`src/rtl/load_store_unit.sv`:
```
// Memory-access stage: runs one load/store on a ready/ack bus, extends load data,
// and reports misaligned/illegal requests and bus timeouts with a one-cycle done pulse.
module load_store_unit #(
  parameter int TIMEOUT_CYCLES = 16
) (
  input  logic        clk,
  input  logic        rst,
  input  logic        start,
  input  logic        is_store,
  input  logic [2:0]  funct3,
  input  logic [31:0] addr,
  input  logic [31:0] store_data,
  output logic        busy,
  output logic        done,
  output logic [31:0] mem_data,
  output logic        misaligned,
  output logic        bus_err,
  output logic        bus_req,
  output logic        bus_we,
  output logic [31:0] bus_addr,
  output logic [31:0] bus_wdata,
  output logic [3:0]  bus_wstrb,
  input  logic [31:0] bus_rdata,
  input  logic        bus_ack
);

  localparam int CW = (TIMEOUT_CYCLES > 2) ? $clog2(TIMEOUT_CYCLES) : 1;

  typedef enum logic [1:0] {S_IDLE, S_WAIT, S_RESP} state_t;

  state_t          r_state, w_next;
  logic            r_we;
  logic [2:0]      r_funct3;
  logic [31:0]     r_addr, r_sd;
  logic [CW-1:0]   r_cnt;
  logic            r_mis, r_berr;
  logic [31:0]     r_mem_data;
  logic            w_legal, w_accept, w_expire;

  function automatic logic access_legal(input logic st, input logic [2:0] f3,
                                        input logic [1:0] a);
    logic ok;
    ok = 1'b0;
    case (f3)
      3'b000:  ok = 1'b1;
      3'b001:  ok = (a[0] == 1'b0);
      3'b010:  ok = (a == 2'b00);
      3'b100:  ok = !st;
      3'b101:  ok = !st && (a[0] == 1'b0);
      default: ok = 1'b0;
    endcase
    return ok;
  endfunction

  function automatic logic [3:0] store_strb(input logic [2:0] f3, input logic [1:0] a);
    logic [3:0] s;
    case (f3[1:0])
      2'b00:   s = 4'b0001 << a;
      2'b01:   s = 4'b0011 << a;
      default: s = 4'b1111;
    endcase
    return s;
  endfunction

  function automatic logic [31:0] store_lanes(input logic [2:0] f3, input logic [31:0] sd);
    logic [31:0] d;
    case (f3[1:0])
      2'b00:   d = {4{sd[7:0]}};
      2'b01:   d = {2{sd[15:0]}};
      default: d = sd;
    endcase
    return d;
  endfunction

  function automatic logic [31:0] load_extend(input logic [2:0] f3, input logic [1:0] a,
                                              input logic [31:0] rd);
    logic [31:0] lane, r;
    lane = rd >> {a, 3'b000};
    case (f3)
      3'b000:  r = {{24{lane[7]}}, lane[7:0]};
      3'b001:  r = {{16{lane[15]}}, lane[15:0]};
      3'b100:  r = {24'd0, lane[7:0]};
      3'b101:  r = {16'd0, lane[15:0]};
      default: r = rd;
    endcase
    return r;
  endfunction

  assign w_legal  = access_legal(is_store, funct3, addr[1:0]);
  assign w_accept = (r_state == S_IDLE) && start;
  assign w_expire = (r_cnt == CW'(TIMEOUT_CYCLES - 1));

  always_ff @(posedge clk or posedge rst) begin
    if (rst) r_state <= S_IDLE;
    else     r_state <= w_next;
  end

  always_comb begin
    w_next = r_state;
    case (r_state)
      S_IDLE:  if (start) w_next = w_legal ? S_WAIT : S_RESP;
      S_WAIT:  if (bus_ack || w_expire) w_next = S_RESP;
      S_RESP:  w_next = S_IDLE;
      default: w_next = S_IDLE;
    endcase
  end

  always_comb begin
    busy       = (r_state != S_IDLE);
    done       = (r_state == S_RESP);
    misaligned = done && r_mis;
    bus_err    = done && r_berr;
    bus_req    = (r_state == S_WAIT);
    bus_we     = 1'b0;
    bus_addr   = 32'd0;
    bus_wdata  = 32'd0;
    bus_wstrb  = 4'd0;
    if (bus_req) begin
      bus_we   = r_we;
      bus_addr = {r_addr[31:2], 2'b00};
      if (r_we) begin
        bus_wdata = store_lanes(r_funct3, r_sd);
        bus_wstrb = store_strb(r_funct3, r_addr[1:0]);
      end
    end
  end

  assign mem_data = r_mem_data;

  // Request fields are only observed while WAIT, so they carry no reset.
  always_ff @(posedge clk) begin
    if (w_accept) begin
      r_we     <= is_store;
      r_funct3 <= funct3;
      r_addr   <= addr;
      r_sd     <= store_data;
    end
  end

  always_ff @(posedge clk or posedge rst) begin
    if (rst) begin
      r_cnt      <= '0;
      r_mis      <= 1'b0;
      r_berr     <= 1'b0;
      r_mem_data <= 32'd0;
    end else begin
      case (r_state)
        S_IDLE: if (start) begin
          r_cnt  <= '0;
          r_mis  <= !w_legal;
          r_berr <= 1'b0;
          if (!w_legal) r_mem_data <= 32'd0;
        end
        // Ack takes priority over an expiring timeout in the same cycle.
        S_WAIT: begin
          if (bus_ack) begin
            r_mem_data <= r_we ? 32'd0 : load_extend(r_funct3, r_addr[1:0], bus_rdata);
          end else if (w_expire) begin
            r_berr     <= 1'b1;
            r_mem_data <= 32'd0;
          end else begin
            r_cnt <= r_cnt + 1'b1;
          end
        end
        S_RESP:  r_cnt <= '0;
        default: r_cnt <= '0;
      endcase
    end
  end

endmodule

```
`config.mk`:
```
export PLATFORM = sky130hd
export DESIGN_NAME = load_store_unit
export DESIGN_NICKNAME = d
export VERILOG_FILES = /design/src/rtl/load_store_unit.sv
export SDC_FILE = /design/constraint.sdc
export NUM_CORES = 1
export LEC_CHECK = 0
export CAP_MARGIN = 20
export CORE_ASPECT_RATIO = 0.8
export CORE_MARGIN = 10
export CORE_UTILIZATION = 60
export DETAILED_ROUTE_END_ITERATION = 7
export DONT_BUFFER_PORTS = 1
export HOLD_SLACK_MARGIN = 0.03
export PLACE_DENSITY = 0.76
export SKIP_LAST_GASP = 1
export SYNTH_ARGS = -nofsm -noshare
export SYNTH_HDL_FRONTEND = slang
export SYNTH_SLANG_ARGS = --single-unit
```
`constraint.sdc`:
```
create_clock -name clk -period 6.38 [get_ports clk]
set_clock_uncertainty 0.2 [all_clocks]
set_input_delay 1.276 -clock clk [delete_from_list [all_inputs] [get_ports clk]]
set_output_delay 1.276 -clock clk [all_outputs]
set_load 0.005 [all_outputs]
```
; ---- Word-level counts from Yosys, hierarchy flattened
; Cells that the tools add are included.
[word_totals]
wordCells = 79
inputBits = 104
out_inout_bits = 106
register_bits = 108
[classes]
n_mux = 28
n_reduce_logical = 19
n_shift = 3
addsub = 1
n_bitwise = 1
eq_ne = 18
[op_table]
columns = op, n
row1 = $mux W32, 8
row2 = $pmux W32 S2, 2
row3 = $pmux W32 S4, 1
row4 = $shr A32 B5 Y16, 1
row5 = $mux W4, 5
row6 = $pmux W4 S2, 2
row7 = $eq A3 B3 Y1 const B, 4
row8 = $ne A2 B2 Y1 const B, 4
row9 = $reduce_and A4 Y1, 2
row10 = $eq A3 B1 Y1 const B, 2
row11 = $logic_not A2 Y1, 3
row12 = $logic_not A3 Y1, 2
row13 = $mux W2, 3
row14 = $pmux W1 S5, 1
row15 = $add A4 B1 Y4 const B, 1
row16 = $eq A2 B1 Y1 const B, 2
row17 = $eq A4 B4 Y1 const B, 1
row18 = $logic_and A1 B1 Y1, 4
row19 = $mux W1, 4
row20 = $ne A2 B1 Y1 const B, 2
row21 = $pmux W2 S2, 1
row22 = $reduce_and A2 Y1, 2
row23 = $reduce_bool A2 Y1, 2
row24 = $shl A1 B2 Y4 const A, 1
row25 = 9 further kinds, 10

; ---- Longest topological paths before layout
[depth]
word_depth = 6
mapped_depth = 8
mapped_depth_nobuf = 5

; ---- Worst setup path before layout
; No wires, ideal clock.
[synth_path]
path_type = input to register
startpoint = input port start
endpoint = register r_addr[0] (enable)
t_required_ns = 5.758
path_slack_ns = 2.754
setup_ns = 0.422
cell_stages = 2
n_path_buf = 0
arrival_time_ns = 3.004
cell_sequence = or3b_1 > inv_1
[synth_via]
elab_chain_cells = 1
[synth_rtl]
columns = item, line_no
row1 = "start, declared", 8  ; input logic start,
row2 = $logic_and A1 B1 Y1, 90  ; assign w_accept = (r_state == S_IDLE) && start;
row3 = named net w_accept, 38  ; logic w_legal, w_accept, w_expire;
row4 = "end signal, assigned", 135  ; r_addr <= addr;
row5 = "end, declared", 34  ; logic [31:0] r_addr, r_sd;
; The timed path passes the listed nets, and every way through them passes these cells.
; A chain may end at the register's enable or synchronous reset.

; ---- Worst setup path after layout
[layout_path]
startpoint = register r_state[0]
endpoint = output port bus_wstrb[1]
[layout_via]
elab_chain_cells = 2
[layout_rtl]
columns = item, line_no
row1 = "start, declared", 31  ; state_t r_state, w_next;
row2 = "start signal, assigned", 95  ; else r_state <= w_next;
row3 = $eq A2 B1 Y1, 113  ; bus_req = (r_state == S_WAIT);
row4 = named net bus_req, 18  ; output logic bus_req,
row5 = $mux W4, 118  ; if (bus_req) begin
row6 = "end, declared", 22  ; output logic [3:0] bus_wstrb,
; The timed path passes the listed nets, and every way through them passes these cells.

==> flow_summary.yaml <==
setup_path:
  worstPathCellList: "nor2b_2, buf_4, nand2_1, a21oi_1"
  max_stage_delay_ns: 0.62
  cp.arrival_ns: 2.52
  crit_type: "reg -> out"
  rrSetupSlack_ns: 3.42
  crit_required_ns: 4.90
  slowest_stage: "nand2_1"
  start_kind: "register"
  worstPathMaxFanout: 43
  reg2regPathDepth: 4
  end_kind: "primary output"
  r2r_end: "mem_data[30]"
  reg2reg_from: "r_addr[0]"
route:
  dr.pass1.iters: 4
  vias: 3370
  drtAntennaViolNets: 0
  drt_drc_violations_left: 0
  routedWlPerCell_um: 25.9
  dr.first_iter.drc_count: 371
  finalWirelength_um: 13300
  viasPerCell: 6.56
sta:
  worst_slew_pin_slew_ns: 1.10
  grt_setup_unrepaired: "false"
  period_share: 0.626
  setup_violations: 0
  fin_hold_ws_ns: 0.324
  hold_viol_final: 0
  min_period_ns: 3.99
  timing.setup.tns_ns: 0
  fmax_mhz: 250
  slew_viol_final: 0
  slew_headroom: 0.267
pwr:
  internal-power_mw: 1.10
  power_frac_comb: 0.143
  p_per_area_mw_per_mm2: 294
  switchingPower_mw: 0.440
  peakVddDrop_mv: 0.209
  p_seq_frac: 0.578
  p_leak_nw: 2.11
  p_sw_frac: 0.285
  pwr-share-clk: 0.279
yosys:
  ys_ff_latch: 108
  syn_inst: 417
  syn_area_mm2: 0.00500
  synthSimpleGateAreaFrac: 0.116
  synth.avg_cell_area_um2: 12.0
  synth_top_flop_cell: "edfxtp_1"
  synth_fa_ha_area_frac: 0.00250
  synth-compound-area-share: 0.162
  ys_seq_area_frac: 0.609
  synth_top_family_by_area: "compound AO/OA/AOI/OAI gates"
  yosys_warnings: 0
  muxShareOfSynthArea: 0.0684
  synth.distinct_cells: 44
  synth-xor-area-share: 0.00526
  synth_edf_count: 68
  synthArstFlopShare: 0.370
run_status:
  status: "finished, final reports clean"
grt:
  grt_overflow: 0
  antenna_found_initial: 0
  track_usage: 0.205
  grt_max_degree: 44
  grt_pass1_wl_um: 19500
  grt_pass1_vias: 3264
min_path:
  hp-start: "r_mis"
  worst_hold_path.num_cells: 1
  min_path_type: "reg -> reg"
  hold_end: "r_mis"
die:
  core_mm2: 0.00802
  core.rowCount: 29
  start_util: 0.623
  die_w_um: 122
  die_h_um: 102
  die_area_mm2: 0.0124
  boundaryPins: 210
final_layout:
  antenna_cells: 0
  fillers: 609
  drive_gt1_frac: 0.0690
  nNetsFinal: 506
  ff_latch_area_mm2: 0.00304
  instances_no_fill: 514
  syn2layout_area_growth_pct: 5.28
  multi_input_area_mm2: 0.00178
place:
  dp_cells: 497
  place_congestion: 0.847
  port_buffers: 0
  hpwlAfterDp_um: 10000
clock_network:
  cts_hold_buf: 0
  h-tree-depth: 3
  clock_latency_ns: 0.37
  cts_tree: "done"
  cts_sinks: 108
  root_buffer: "clkbuf_8"
  clkTransAtPathRegs_ns: 0.11
  cts_buffer_depth: 2
  cts_made_buffers: 9
  cts_resized: 0
  cts_setup_buffers: 0
flow_run:
  maxCapViolCount: 0
==> how the worst max path moves through the flow <==
stage | start | to | slack (ns) | cells after the start
floorplan | start | r_addr[0] | 2.75 | 2
global placement | r_state[0] | bus_wdata[10] | 2.83 | 4
detailed placement | r_state[0] | bus_wdata[10] | 2.75 | 4
CTS | r_state[0] | bus_wdata[10] | 2.33 | 4
global route | r_state[0] | bus_wdata[10] | 2.03 | 4
finish | r_state[0] | bus_wstrb[1] | 2.39 | 4
==> kinds of logic (layout without fill, tap and decap cells) <==
family	count (synthesis)	count (layout)
adder cells (fa/ha/maj)	1	1
AND/OR/NAND/NOR	113	113
flip-flops	108	108
AO/OA/AOI/OAI	115	115
buffers and inverters	42	30
multiplexers	34	34
XOR/XNOR	3	3
other	1	2
==> power by group through the flow <==
| stage | Sequential [mW] | Clock [mW] | Combinational [mW] |
|---|---|---|---|
| 4_1_cts | 0.897 | 0.443 | 0.216 |
| 2_1_floorplan | 0.878 | 0 | 0.187 |
| 3_5_place_dp | 0.912 | 0 | 0.215 |
| 3_3_place_gp | 0.908 | 0 | 0.212 |
| 6_report | 0.892 | 0.431 | 0.221 |
| 5_1_grt | 0.903 | 0.466 | 0.246 |
==> worst max-delay path: cells and delay by family (launching register included) <==
family / cells / cell delay [ns]
AND/OR/NAND/NOR: 2 / 0.82
AO/OA/AOI/OAI: 1 / 0.42
flip-flops: 1 / 0.56
buffers and inverters: 1 / 0.32
==> per-stage QoR <==
step / total power, mW / utilization / instance area [um2] / setup slack, ns
3_3_place_gp: 1.12 / 0.627 / 5030 / 2.83
3_5_place_dp: 1.13 / 0.627 / 5030 / 2.75
5_1_grt: 1.61 / 0.656 / 5260 / 2.03
6_report: 1.54 / 0.656 / 5260 / 2.39
2_1_floorplan: 1.07 / - / 5000 / 2.75
4_1_cts: 1.55 / 0.653 / 5230 / 2.33
==> cell usage after synthesis, drive strengths merged, types with 2 or more instances <==
library cell	n	area, um2
a221o	16	160
and2	33	206
mux2i	33	330
a2bb2oi	7	61.3
a221oi	2	17.5
o2bb2ai	23	201
dfrtp	40	1000
nor2	44	165
xor2	3	26.3
o21ai	26	130
nand2b	2	12.5
inv	8	30.0
or2	2	12.5
nand2	11	41.3
buf	13	71.3
nor2b	4	25.0
edfxtp	68	2040
clkbuf	21	80.1
nor3	2	10.0
and3	8	50.1
a211oi	3	22.5
a21oi	30	150
==> state kept, by name, indices dropped and copies added (netlist names) <==
| register | count |
|---|---|
| r_funct3 | 3 |
| r_cnt | 4 |
| mem_data | 32 |
| r_berr | 1 |
| r_state | 2 |
| r_we | 1 |
| r_mis | 1 |
| r_addr | 32 |
| r_sd | 32 |
==> layout by cell type (no fill, tap or decap), drive strengths merged, types with 9 or more instances in the layout <==
cell type / count
nand2: 11
o21ai: 26
mux2i: 33
o2bb2ai: 23
dfrtp: 40
nor2: 44
inv: 11
edfxtp: 68
a221o: 16
and2: 33
clkbuf: 9
a21oi: 30
==> layout make-up <==
class | instances | share of cell area
clock inverter | 7 | 0.0155
sequential | 108 | 0.578
tap | 108 | 0.0257
multi-input combinational | 268 | 0.339
clock buffer | 9 | 0.0235
timing repair buffer | 6 | 0.0124
inverter | 8 | 0.00571
==> metal layers <==
layer / vias up / track usage / routed length (um)
met4: 0 / 0.0448 / 193
met3: 17 / 0.106 / 1710
met2: 202 / 0.335 / 6620
met5: - / 0 / 0
met1: 1645 / 0.237 / 4790
li1: 1506 / - / -
Note: power is estimated with default switching activity, not from simulation.
